`src/rtl/fxyz_pkg.sv`:
```
// fxyz_pkg: shared types and constants for the fxyz truth-table sweeper.
//   state_e : sweep FSM states
//   vec_t   : {X,Y,Z} vector index
//   tt_t    : packed truth table, bit i = F at vector i
package fxyz_pkg;

  localparam int unsigned NUM_VECTORS = 8;
  localparam int unsigned VEC_W       = 3;

  typedef logic [VEC_W-1:0]       vec_t;
  typedef logic [NUM_VECTORS-1:0] tt_t;

  typedef enum logic [1:0] {
    IDLE,
    DRIVE,
    SAMPLE,
    DONE
  } state_e;

endpackage

```
`src/rtl/fxyz_hold_timer.sv`:
```
// fxyz_hold_timer: settle counter for one sweep vector.
//   clk     : clock
//   rst     : synchronous active-high reset
//   clear   : restart the settle window (asserted on the edge entering DRIVE)
//   expired : high during the last of HOLD_CYCLES settle cycles
module fxyz_hold_timer #(
  parameter int unsigned HOLD_CYCLES = 2
) (
  input  logic clk,
  input  logic rst,
  input  logic clear,
  output logic expired
);

  if (HOLD_CYCLES < 1) begin : g_bad_hold
    $error("fxyz_hold_timer: HOLD_CYCLES must be >= 1");
  end

  localparam int unsigned CntW = (HOLD_CYCLES < 1) ? 1 : $clog2(HOLD_CYCLES + 1);
  localparam logic [CntW-1:0] Last = CntW'(HOLD_CYCLES - 1);

  logic [CntW-1:0] cnt_q;

  // Saturates at Last so an idle timer never wraps back into a false window.
  always_ff @(posedge clk) begin
    if (rst || clear) begin
      cnt_q <= '0;
    end else if (cnt_q != Last) begin
      cnt_q <= cnt_q + CntW'(1);
    end
  end

  assign expired = (cnt_q == Last);

endmodule

```
`src/rtl/fxyz_sweep.sv`:
```
// fxyz_sweep: drives X,Y,Z through all 8 vectors in ascending order, lets each settle
// HOLD_CYCLES cycles, samples F once per vector and packs the results into truth_table.
//   clk, rst    : clock, synchronous active-high reset
//   start       : sweep request, accepted only in IDLE
//   F           : output of the downstream fxyz block
//   X, Y, Z     : fxyz inputs, {X,Y,Z} = vector index (registered)
//   busy        : high in DRIVE and SAMPLE
//   done        : one-cycle pulse in the DONE cycle
//   truth_table : bit i = F sampled with {X,Y,Z} = i
//   table_valid : truth_table holds a complete sweep
//   mismatch    : final table != EXPECTED (only with FXYZ_SWEEP_CHECK_EN defined)
// Optional feature macro: FXYZ_SWEEP_CHECK_EN.
module fxyz_sweep
  import fxyz_pkg::*;
#(
  parameter int unsigned HOLD_CYCLES = 2,
  parameter logic [7:0]  EXPECTED    = 8'h96
) (
  input  logic       clk,
  input  logic       rst,
  input  logic       start,
  input  logic       F,
  output logic       X,
  output logic       Y,
  output logic       Z,
  output logic       busy,
  output logic       done,
  output logic [7:0] truth_table,
  output logic       table_valid
`ifdef FXYZ_SWEEP_CHECK_EN
  ,
  output logic       mismatch
`endif
);

  localparam vec_t LastIdx = VEC_W'(NUM_VECTORS - 1);

  state_e state_q;
  vec_t   idx_q;
  vec_t   xyz_q;
  logic   busy_q;
  logic   done_q;
  tt_t    tt_q;
  logic   valid_q;
  logic   timer_clear;
  logic   expired;

  // Restart the settle window on every edge that enters DRIVE.
  assign timer_clear = ((state_q == IDLE) && start) ||
                       ((state_q == SAMPLE) && (idx_q != LastIdx));

  fxyz_hold_timer #(
    .HOLD_CYCLES(HOLD_CYCLES)
  ) u_hold_timer (
    .clk    (clk),
    .rst    (rst),
    .clear  (timer_clear),
    .expired(expired)
  );

`ifdef FXYZ_SWEEP_CHECK_EN
  logic mismatch_q;
  tt_t  tt_final;

  // Table as it will be once the last sample lands; compared on the edge entering DONE
  // so mismatch is already valid alongside the done pulse.
  always_comb begin
    tt_final        = tt_q;
    tt_final[idx_q] = F;
  end
`else
  logic unused_expected;
  assign unused_expected = ^EXPECTED;
`endif

  always_ff @(posedge clk) begin
    if (rst) begin
      state_q    <= IDLE;
      idx_q      <= '0;
      xyz_q      <= '0;
      busy_q     <= 1'b0;
      done_q     <= 1'b0;
      tt_q       <= '0;
      valid_q    <= 1'b0;
`ifdef FXYZ_SWEEP_CHECK_EN
      mismatch_q <= 1'b0;
`endif
    end else begin
      unique case (state_q)
        IDLE: begin
          if (start) begin
            state_q    <= DRIVE;
            idx_q      <= '0;
            xyz_q      <= '0;
            busy_q     <= 1'b1;
            tt_q       <= '0;
            valid_q    <= 1'b0;
`ifdef FXYZ_SWEEP_CHECK_EN
            mismatch_q <= 1'b0;
`endif
          end
        end
        DRIVE: begin
          if (expired) state_q <= SAMPLE;
        end
        SAMPLE: begin
          tt_q[idx_q] <= F;
          if (idx_q == LastIdx) begin
            state_q    <= DONE;
            xyz_q      <= '0;
            busy_q     <= 1'b0;
            done_q     <= 1'b1;
            valid_q    <= 1'b1;
`ifdef FXYZ_SWEEP_CHECK_EN
            mismatch_q <= (tt_final != EXPECTED);
`endif
          end else begin
            state_q <= DRIVE;
            idx_q   <= idx_q + VEC_W'(1);
            xyz_q   <= idx_q + VEC_W'(1);
          end
        end
        DONE: begin
          state_q <= IDLE;
          done_q  <= 1'b0;
        end
        default: state_q <= IDLE;
      endcase
    end
  end

  assign {X, Y, Z}   = xyz_q;
  assign busy        = busy_q;
  assign done        = done_q;
  assign truth_table = tt_q;
  assign table_valid = valid_q;
`ifdef FXYZ_SWEEP_CHECK_EN
  assign mismatch    = mismatch_q;
`endif

endmodule

```
`config.mk`:
```
export PLATFORM = sky130hd
export DESIGN_NAME = fxyz_sweep
export DESIGN_NICKNAME = d
export VERILOG_FILES = /design/src/rtl/fxyz_pkg.sv /design/src/rtl/fxyz_hold_timer.sv /design/src/rtl/fxyz_sweep.sv
export SDC_FILE = /design/constraint.sdc
export NUM_CORES = 1
export LEC_CHECK = 0
export ABC_AREA = 0
export BUFFER_PORTS_ARGS = -buffer_cell sky130_fd_sc_hd__buf_4
export CAP_MARGIN = 20
export CORE_MARGIN = 3
export CORE_UTILIZATION = 51
export DETAILED_ROUTE_END_ITERATION = 7
export PLACE_DENSITY = 0.81
export SETUP_SLACK_MARGIN = 0.2
export SYNTH_ARGS = -nofsm -noshare
export SYNTH_HDL_FRONTEND = slang
export SYNTH_SLANG_ARGS = --single-unit
```
`constraint.sdc`:
```
create_clock -name clk -period 3.7 [get_ports clk]
set_input_delay 0.37 -clock clk [delete_from_list [all_inputs] [get_ports clk]]
set_output_delay 0.37 -clock clk [all_outputs]
set_load 0.03 [all_outputs]
```
==> impl_metrics.env <==
export IMPL_p_switching_w=0.000104
export IMPL_synthXorXnorAreaFrac_pct=0.839
export IMPL_gp_congestion=0.754
export IMPL_swShare_pct=26.3
export IMPL_highest_layer="met4"
export IMPL_synth_top_family_by_area="simple AND/OR/NAND/NOR gates"
export IMPL_htreeDepth=1
export IMPL_cp_endpoint="idx_q[1]"
export IMPL_max_freq_mhz=601
export IMPL_setup_viol=0
export IMPL_rows=15
export IMPL_die_y_um=51.2
export IMPL_drv_cap=0
export IMPL_layout_nets=128
export IMPL_ant_nets=0
export IMPL_cts_hold_buffers=0
export IMPL_combPwrFrac_pct=11.7
export IMPL_rrSetupSlack_ns=2.04
export IMPL_fin_skew_ns=0.00671
export IMPL_r2r_cells=5
export IMPL_routed_via_count=825
export IMPL_synth_cell_type_count=33
export IMPL_ios=18
export IMPL_startpoint="idx_q[1]"
export IMPL_hold_viol=0
export IMPL_cp_data_required_time_ns=3.90
export IMPL_period_needed_ns=1.66
export IMPL_first_global_vias=794
export IMPL_dr_first_iter_drc_count=7
export IMPL_relSlewSlack_pct=58.4
export IMPL_crit_fanout=11
export IMPL_p_clk_share_pct=26.9
export IMPL_synth_compound_area_share_pct=9.83
export IMPL_r2r_start="idx_q[1]"
export IMPL_synthCells=106
export IMPL_synth_fa_ha_area_share_pct=4.80
export IMPL_clock_sinks=21
export IMPL_r2r_end="idx_q[1]"
export IMPL_fp_dieArea_um2=2630
export IMPL_dr_pass1_iters=4
export IMPL_yosys_area_top_type="dfxtp_1"
export IMPL_cts_root_buf="clkbuf_4"
export IMPL_setup_tns_ns=0
export IMPL_crit_arrival_ns=1.86
export IMPL_synth_ff_type="dfxtp_1"
export IMPL_numCtsBuffers=3
export IMPL_min_delay_path_class="in2reg"
export IMPL_worst_slew_pin_slew_ns=0.624
export IMPL_grt_usage_pct=17.5
export IMPL_end_kind="flip-flop"
export IMPL_synthSimpleGateAreaFrac_pct=30.1
export IMPL_cts_resized=0
export IMPL_wl_met1_um=928
export IMPL_drcViolationCount=0
export IMPL_synthArstFlopShare_pct=0
export IMPL_port_buffers=17
export IMPL_synth_enable_flop_cells=0
export IMPL_synth_top_area_share_pct=40.3
export IMPL_postSynthAreaPerCell_um2=9.84
export IMPL_clkLatencyLatePin_ns=0.30
export IMPL_grt_max_degree=23
export IMPL_viasPerCell=5.73
export IMPL_grt_overflow=0
export IMPL_wl_um=2030
export IMPL_core_area_um2=1820
export IMPL_finalCritPeriodShare_pct=44.9
export IMPL_synth_area_mux_share_pct=8.99
export IMPL_drive_gt1_share_pct=29.4
export IMPL_ys_seq_area_share_pct=40.3
export IMPL_area_growth_pct=13.1
export IMPL_crit_type="reg2reg"
export IMPL_clkSlewWorstSetupHoldPaths_ns=0.12
export IMPL_power_internal_w=0.000292
export IMPL_route_met2_wl_um=1010
export IMPL_route_met3_wl_um=72
export IMPL_clockBufferDepth=2
export IMPL_diodes=0
export IMPL_slew_violations=0
export IMPL_postCtsSetupRepairBufs=0
export IMPL_wl_per_cell_um=14.1
export IMPL_p_seq_share_pct=61.4
export IMPL_p_total_w=0.000396
export IMPL_critPathLaunchType="flip-flop"
export IMPL_place_hpwl_um=1390
export IMPL_grt_pass1_wl_um=3500
export IMPL_yosysWarnings=0
export IMPL_rsz0062_at_grt="false"
export IMPL_ir_drop_mv=0.246
export IMPL_antenna_found_initial=0
export IMPL_status="finished, final reports clean"
export IMPL_synth_area_top_cells="dfxtp_1 40%, mux2_2 7.6%, nor3b_1 5.8%"
export IMPL_p_leak_nw=0.453
export IMPL_synth_nets=114
export IMPL_netlist_area_um2=1040
export IMPL_initial_core_util_pct=57.3
export IMPL_power_density_nw_per_um2=335
export IMPL_ys_ff_latch=21
export IMPL_cts_tree="built"
export IMPL_die_x_um=51.2
## worst min-delay path by stage
stage / end / slack, ns / cells after the start / start
3_5_place_dp: xyz_q[1] / 0.45 / 2 / xyz_q[1]
2_1_floorplan: u_hold_timer.cnt_q[1] / 0.49 / 2 / u_hold_timer.cnt_q[1]
3_3_place_gp: xyz_q[1] / 0.44 / 2 / xyz_q[1]
5_1_grt: state_q[1] / 0.39 / 2 / rst
6_report: xyz_q[2] / 0.40 / 2 / rst
4_1_cts: state_q[1] / 0.38 / 2 / rst
## layout by cell type, fill, tap and decap left out, types with 2 or more instances in the layout
master / synthesis / final
nand3_1: 6 / 6
nand2b_1: 2 / 2
mux2_2: 7 / 7
nand4b_1: 2 / 2
nor2_1: 5 / 5
buf_4: 0 / 17
dfxtp_1: 21 / 21
clkbuf_4: 0 / 3
nor3_1: 3 / 3
a31oi_1: 3 / 3
nor2b_1: 3 / 3
nand2_1: 8 / 8
ha_1: 4 / 4
a21oi_1: 9 / 9
nor3b_1: 8 / 8
## critical path, cell delays in order, from the launching register on
cell	delay, ns
dfxtp_1	0.63
ha_1	0.27
ha_1	0.32
nor2_1	0.11
nand3_1	0.14
a31oi_1	0.09
## final cells by class
cell class              count  area (µm²)
clock buffers               3        22.5
multi-input cells          76         569
inverters                   1        3.75
repair buffers             17         128
clock inverters             1        5.00
well taps                  25        31.3
fillers                   154         641
flip-flops and latches     21         420
## cell usage after synthesis (2+ instances only)
cell / n
nor2_1: 5
nor3_1: 3
nand2b_1: 2
ha_1: 4
nor2b_1: 3
dfxtp_1: 21
nand3_1: 6
a21oi_1: 9
nand4b_1: 2
buf_6: 2
a31oi_1: 3
nand2_1: 8
clkbuf_1: 2
nor3b_1: 8
mux2_2: 7
buf_2: 4
## layer usage
layer,vias up,GRT usage (%)
met5,-,0
met4,0,6.55
met2,19,29.4
met1,396,22.1
li1,408,-
met3,2,3.50
## stage by stage
| stage | instance area [µm²] | setup slack, ns | cells | hold WS [ns] | util (%) |
|---|---|---|---|---|---|
| after CTS | 1180 | 2.06 | 144 | 0.382 | 64.8 |
| final | 1180 | 2.04 | 144 | 0.399 | 64.8 |
| after detailed placement | 1150 | 2.12 | 140 | 0.451 | 63.3 |
| after floorplan | 1040 | 2.40 | 106 | 0.491 | - |
| after global routing | 1180 | 1.93 | 144 | 0.390 | 64.8 |
| after global placement | 1150 | 2.14 | 140 | 0.443 | 63.3 |
## kinds of logic after synthesis
kind of cell | Yosys count
multiplexers | 8
AND/OR/NAND/NOR | 46
flip-flops | 21
XOR/XNOR | 1
adder cells (fa/ha/maj) | 4
buffers and inverters | 9
AO/OA/AOI/OAI | 17
## power groups by stage
stage | clock, W | sequential [W] | combinational, W
6_report | 0.000107 | 0.000243 | 0.0000462
5_1_grt | 0.000122 | 0.000244 | 0.0000513
2_1_floorplan | 0 | 0.000244 | 0.0000399
3_3_place_gp | 0 | 0.000247 | 0.0000442
4_1_cts | 0.000111 | 0.000243 | 0.0000464
3_5_place_dp | 0 | 0.000247 | 0.0000458
## state kept, by name (all words and copies together) (netlist names)
name / count
busy: 1
state_q: 2
truth_table: 8
xyz_q: 3
done: 1
table_valid: 1
u_hold_timer.cnt_q: 2
idx_q: 3
Note: power is estimated with default switching activity, not from simulation.
